===== config.mk =====
export PLATFORM = sky130hd
export DESIGN_NAME = irq_controller_flat
export DESIGN_NICKNAME = d
export VERILOG_FILES = /design/src/rtl/irq_controller_pkg.sv /design/src/rtl/irq_controller_if.sv /design/src/rtl/irq_controller_prio_enc.sv /design/src/rtl/irq_controller.sv /design/src/flat_wrapper.sv
export SDC_FILE = /design/constraint.sdc
export NUM_CORES = 1
export LEC_CHECK = 0
export ABC_CLOCK_PERIOD_IN_PS = 1200
export BUFFER_PORTS_ARGS = -buffer_cell sky130_fd_sc_hd__buf_2
export CAP_MARGIN = 15
export CORE_ASPECT_RATIO = 2
export CORE_MARGIN = 2
export CORE_UTILIZATION = 33
export CTS_BUF_LIST = sky130_fd_sc_hd__clkbuf_8
export DETAILED_ROUTE_END_ITERATION = 10
export HOLD_SLACK_MARGIN = 0.12
export PLACE_DENSITY = 0.82
export SLEW_MARGIN = 5
export SYNTH_ARGS = -nofsm -noshare
export SYNTH_HDL_FRONTEND = slang
export SYNTH_SLANG_ARGS = --single-unit

===== constraint.sdc =====
create_clock -name clk -period 1.2 [get_ports clk]
set_clock_uncertainty 0.15 [all_clocks]
set_input_delay 0 -clock clk [delete_from_list [all_inputs] [get_ports clk]]
set_output_delay 0 -clock clk [all_outputs]
set_load 0.02 [all_outputs]

===== src/rtl/irq_controller_pkg.sv =====
// Shared constants for the interrupt controller: register offsets, FSM state
// encoding, source indices and the bus address decoder.
package irq_controller_pkg;

    localparam logic [31:0] OFF_PEND  = 32'h0;
    localparam logic [31:0] OFF_MASK  = 32'h4;
    localparam logic [31:0] OFF_CAUSE = 32'h8;
    localparam logic [31:0] OFF_CTRL  = 32'hC;

    localparam logic [1:0] ST_IDLE    = 2'd0;
    localparam logic [1:0] ST_REQ     = 2'd1;
    localparam logic [1:0] ST_SERVICE = 2'd2;

    localparam int SRC_TIMER   = 0;
    localparam int SRC_UART_RX = 1;
    localparam int SRC_UART_TX = 2;
    localparam int SRC_SWITCH  = 3;

    localparam int CAUSE_VALID_BIT = 31;

    typedef enum logic [2:0] {
        SEL_NONE,
        SEL_PEND,
        SEL_MASK,
        SEL_CAUSE,
        SEL_CTRL
    } reg_sel_e;

    // Width of a source id; a single source still needs one bit.
    function automatic int id_width(input int n);
        return (n > 1) ? $clog2(n) : 1;
    endfunction

    // Exact byte-address match against the four register words.
    function automatic reg_sel_e decode_addr(input logic [31:0] addr, input logic [31:0] base);
        if (addr == base + OFF_PEND)  return SEL_PEND;
        if (addr == base + OFF_MASK)  return SEL_MASK;
        if (addr == base + OFF_CAUSE) return SEL_CAUSE;
        if (addr == base + OFF_CTRL)  return SEL_CTRL;
        return SEL_NONE;
    endfunction

endpackage


===== src/rtl/irq_controller_if.sv =====
// CPU data-bus port of the interrupt controller.
interface irq_controller_if;
    logic        rd;
    logic        wr;
    logic [31:0] addr;
    logic [31:0] wdata;
    logic [31:0] rdata;

    modport master (output rd, output wr, output addr, output wdata, input rdata);
    modport slave  (input rd, input wr, input addr, input wdata, output rdata);
endinterface


===== src/rtl/irq_controller_prio_enc.sv =====
// Fixed-priority encoder: the lowest set request index wins.
module irq_prio_enc #(
    parameter int NSRC = 4,
    parameter int IDW  = 2
) (
    input  logic [NSRC-1:0] req,
    output logic [IDW-1:0]  id,
    output logic            any
);

    // Scan from the top down so the lowest set index overwrites last.
    always_comb begin
        id  = '0;
        any = 1'b0;
        for (int i = NSRC - 1; i >= 0; i--) begin
            if (req[i]) begin
                id  = IDW'(i);
                any = 1'b1;
            end
        end
    end

endmodule


===== src/rtl/irq_controller.sv =====
// Interrupt controller: pending/mask/cause/ctrl registers plus the request
// handshake with the CPU control unit.
//
//   state      | meaning
//   -----------+-----------------------------------------------------
//   ST_IDLE    | no request outstanding; waits for active and !kernel
//   ST_REQ     | irqout high; waits for irq_taken (or active to drop)
//   ST_SERVICE | handler running; CAUSE valid; waits for eret
module irq_controller
    import irq_controller_pkg::*;
#(
    parameter int          NSRC = 4,
    parameter logic [31:0] BASE = 32'h4000_0030
) (
    input  logic             clk,
    input  logic             reset,
    input  logic [NSRC-1:0]  src_pulse,
    irq_controller_if.slave  bus,
    input  logic             kernel,
    input  logic             irq_taken,
    input  logic             eret,
    output logic             irqout
);

    localparam int IDW = id_width(NSRC);

    logic [NSRC-1:0] pend;
    logic [NSRC-1:0] mask;
    logic            ctrl_en;
    logic            cause_valid;
    logic [IDW-1:0]  cause_id;
    logic [1:0]      state;

    reg_sel_e        sel;
    logic            wr_pend;
    logic            wr_mask;
    logic            wr_ctrl;
    logic [NSRC-1:0] active;
    logic [IDW-1:0]  win_id;
    logic            active_any;
    logic [31:0]     rdata_c;
    logic            unused_wdata;

    assign sel     = decode_addr(bus.addr, BASE);
    assign wr_pend = bus.wr && (sel == SEL_PEND);
    assign wr_mask = bus.wr && (sel == SEL_MASK);
    assign wr_ctrl = bus.wr && (sel == SEL_CTRL);

    assign unused_wdata = ^bus.wdata[31:NSRC];

    assign active = pend & mask & {NSRC{ctrl_en}};

    irq_prio_enc #(.NSRC(NSRC), .IDW(IDW)) u_prio_enc (
        .req (active),
        .id  (win_id),
        .any (active_any)
    );

    // Pending bits: W1C from software, a same-cycle event pulse wins.
    always_ff @(posedge clk) begin
        if (reset) begin
            pend <= '0;
        end else begin
            pend <= (pend & ~(wr_pend ? bus.wdata[NSRC-1:0] : '0)) | src_pulse;
        end
    end

    // Software-owned enable registers.
    always_ff @(posedge clk) begin
        if (reset) begin
            mask    <= '0;
            ctrl_en <= 1'b0;
        end else begin
            if (wr_mask) mask    <= bus.wdata[NSRC-1:0];
            if (wr_ctrl) ctrl_en <= bus.wdata[0];
        end
    end

    // Request handshake FSM; CAUSE is captured when the CPU takes the request.
    always_ff @(posedge clk) begin
        if (reset) begin
            state       <= ST_IDLE;
            cause_valid <= 1'b0;
            cause_id    <= '0;
        end else begin
            case (state)
                ST_IDLE: begin
                    if (active_any && !kernel) state <= ST_REQ;
                end
                ST_REQ: begin
                    if (irq_taken) begin
                        state       <= ST_SERVICE;
                        cause_valid <= 1'b1;
                        cause_id    <= win_id;
                    end else if (!active_any) begin
                        state <= ST_IDLE;
                    end
                end
                ST_SERVICE: begin
                    if (eret) begin
                        state       <= ST_IDLE;
                        cause_valid <= 1'b0;
                    end
                end
                default: state <= ST_IDLE;
            endcase
        end
    end

    // Decoded straight from the state register, so it never glitches on inputs.
    assign irqout = (state == ST_REQ);

    // Combinational read mux; unused bits read as zero.
    always_comb begin
        rdata_c = '0;
        if (bus.rd) begin
            case (sel)
                SEL_PEND:  rdata_c[NSRC-1:0] = pend;
                SEL_MASK:  rdata_c[NSRC-1:0] = mask;
                SEL_CAUSE: begin
                    rdata_c[CAUSE_VALID_BIT] = cause_valid;
                    rdata_c[IDW-1:0]         = cause_id;
                end
                SEL_CTRL:  rdata_c[0] = ctrl_en;
                default:   rdata_c = '0;
            endcase
        end
    end

    assign bus.rdata = rdata_c;

endmodule


===== src/flat_wrapper.sv =====
// flat-port wrapper written by rule: the top's interface ports become plain ports
module irq_controller_flat import irq_controller_pkg::*;
#(
    parameter int          NSRC = 4,
    parameter logic [31:0] BASE = 32'h4000_0030
)
  (clk, reset, src_pulse, kernel, irq_taken, eret, irqout, bus_rd, bus_wr, bus_addr, bus_wdata, bus_rdata);
  irq_controller_if bus_i ();
  input  logic clk;
  input  logic reset;
  input  logic [NSRC-1:0] src_pulse;
  input  logic kernel;
  input  logic irq_taken;
  input  logic eret;
  output logic irqout;
  input wire logic [$bits(bus_i.rd)-1:0] bus_rd;
  input wire logic [$bits(bus_i.wr)-1:0] bus_wr;
  input wire logic [$bits(bus_i.addr)-1:0] bus_addr;
  input wire logic [$bits(bus_i.wdata)-1:0] bus_wdata;
  output wire logic [$bits(bus_i.rdata)-1:0] bus_rdata;
  assign bus_i.rd = bus_rd;
  assign bus_i.wr = bus_wr;
  assign bus_i.addr = bus_addr;
  assign bus_i.wdata = bus_wdata;
  assign bus_rdata = bus_i.rdata;
  irq_controller #(.NSRC(NSRC), .BASE(BASE)) u_core (.clk(clk), .reset(reset), .src_pulse(src_pulse), .bus(bus_i), .kernel(kernel), .irq_taken(irq_taken), .eret(eret), .irqout(irqout));
endmodule

==> metrics.cfg <==
[routing]
vias=1226
drcViolationCount=0
wl_um=3470
drtIter0Drc=22
viasPerCell=5.11
drt_first_pass_iters=4
wl_per_cell_um=14.5
antenna_left=0

[timing]
fin_crit_sh=1.21
drv_slew=0
setup_slack_ns=-0.250
setup_viol=16
max_freq_mhz=690
hold_viol=0
min_period_ns=1.45
rsz0062_at_grt=true

[placement]
post-place-ws_ns=-0.327
dp.final_hpwl_um=2270
gp_congestion=0.721
port_buffers=52

[clocking]
clk_latency_ns=0.24
ctsHoldBuffers=13
cts_tree=done
h-tree-depth=1
root_buffer=clkbuf_8
cts_sinks=14
clk_pin_slew_worst_paths_ns=0.06
cts_buffer_depth=2
numCtsBuffers=3

[logic_synthesis]
synth_area_per_cell_um2=8.43
synth-edff-count=0
synth_warnings=0
ys_ff_latch=14
synth_area_mm2=0.00110
yosysMostFrequentCell=buf_4
ys_top_cells_by_count=27 x buf_4, 14 x dfxtp_1, 14 x nand2_1
synth_cells=130
yosysUniqueCellTypes=27
synth_top_area_frac=0.256
synthTopCellsByArea=dfxtp_1 26%, buf_4 18%, mux2i_1 7.3%
async_reset_ff_frac=0
synth_top_area_cell=dfxtp_1
synthFlopType=dfxtp_1
ys_seq_area_frac=0.256

[setup_path]
reg2reg_depth=6
max_stage_delay_ns=0.45
critPathRequiredTime_ns=1.05
cp.arrival_ns=1.30
endpoint_kind=output port
cp.depth=3
critPathLaunchType=flop
crit_path_max_fanout=2
critPathKind=reg -> out
crit_path_top_delay_cell=mux4_2
crit_chain=mux4_2 -> and3_4 -> buf_6
crit_family=multiplexers
path_buf_inv=1

[worst_hold_path]
hp-class=in -> reg
hold_depth=4

[global_routing]
grt_max_degree=19
grt_pass1_vias=1193
grt_usage=0.194
grt_pass1_wl_um=5460
antenna_found_initial=0
grt-ovfl-total=0

[floorplanning]
die_w_um=44.8
fp.dieH_um=85.5
io_pins=108
initial_core_util=0.347
core_area_mm2=0.00316
die_area_mm2=0.00383
num_rows=29

[layout]
drive_gt1_frac=0.464
final_util=0.573
nFillCells=258
n_antenna_cell=0
areaGrowthSynthToFinish_pct=65.0
layout.nets=285

[status]
violations=negative setup slack
status=finished, violations left

[pwr]
power.leakage_uw=0.000845
power.density_mw_per_mm2=704
ir_drop_uv=518

[job]
cap_violations=0

final cells by class:
cell class	instances	area, µm²	share of cell area
Tap cell	31	38.8	0.0215
Timing Repair Buffer	78	601	0.332
Sequential cell	14	290	0.161
Inverter	4	15.0	0.00830
Clock buffer	4	55.1	0.0304
Multi-Input combinational cell	109	808	0.447
stage by stage:
step / hold WS, ns / total power [µW] / cell area (µm²) / std cells / TNS [ns]
floorplan: -0.0413 / 694 / 1220 / 156 / -0.594
global placement: 0.0639 / 734 / 1360 / 216 / -3.16
detailed placement: 0.0738 / 741 / 1360 / 216 / -3.64
CTS: 0.0712 / 1260 / 1760 / 238 / -0.828
global route: 0.0990 / 1330 / 1810 / 240 / -2.85
finish: 0.0871 / 1270 / 1810 / 240 / -1.52
per-layer routing:
metal,vias up,global-route usage,wire (µm)
met3,18,0.0274,313
met2,106,0.378,1970
met4,0,0.121,189
li1,559,-,-
met1,543,0.167,993
met5,-,0,0
registers in the layout, summed over array words and instances, names as in the netlist:
signal              count
u_core.mask             4
u_core.pend             4
u_core.cause_id         2
u_core.state            2
u_core.cause_valid      1
u_core.ctrl_en          1
worst register-to-register path: stages (launching register included):
cell and delay, ns:
dfxtp_2 0.33, buf_4 0.13, buf_6 0.11, a22o_1 0.22, nand2_1 0.07, nand4_1 0.09, a21oi_1 0.16
path summary, 6_finish.rpt:
path	end	start	slack, ns
worst max-delay path	bus_rdata[0]	u_core.pend[0]$_SDFF_PP0_	-0.25
worst min-delay path	u_core.ctrl_en$_SDFFE_PP0P_	bus_addr[3]	0.09
worst max register to register	u_core.cause_id[1]$_SDFFE_PP0P_	u_core.pend[0]$_SDFF_PP0_	-0.12
worst min register to register	u_core.cause_id[0]$_SDFFE_PP0P_	u_core.cause_id[0]$_SDFFE_PP0P_	0.32
where the power goes:
group          internal, µW  leakage, µW  switching (µW)
Clock                   290    0.0000288             160
Sequential              476     0.000118            7.93
Combinational           155     0.000699             186
Total                   920     0.000845             353
cells by family after synthesis:
family | after synthesis | synth area share
buffers and inverters | 33 | 0.205
other | 1 | 0.00342
AOI/OAI and AO/OA | 13 | 0.0810
DFF | 14 | 0.256
muxes | 9 | 0.0936
and+or+nand+nor | 60 | 0.361
cells in the final DEF (no fill, tap or decap), types with 2 or more instances in the layout:
master / n
a21oi_1: 5
a311oi_1: 4
and4bb_2: 2
buf_2: 37
buf_4: 8
buf_6: 20
clkbuf_8: 4
conb_1: 27
dfxtp_1: 6
dfxtp_2: 8
dlygate4sd3_1: 13
inv_1: 4
mux2i_1: 8
nand2_1: 14
nand2b_1: 10
nand4_1: 2
nand4_4: 2
nor2_1: 10
nor2b_1: 2
nor4_4: 5
nor4b_4: 3
repair_timing:
| action | in CTS | in global routing |
|---|---|---|
| cloned | 0 | 0 |
| hold endpoints to repair | 14 | 1 |
| setup endpoints to repair | 11 | 17 |
| pin swaps | 18 | 7 |
| gates resized for setup | 40 | 9 |
| setup buffers | 5 | 2 |
No activity file was read; power rests on OpenSTA's default activity.
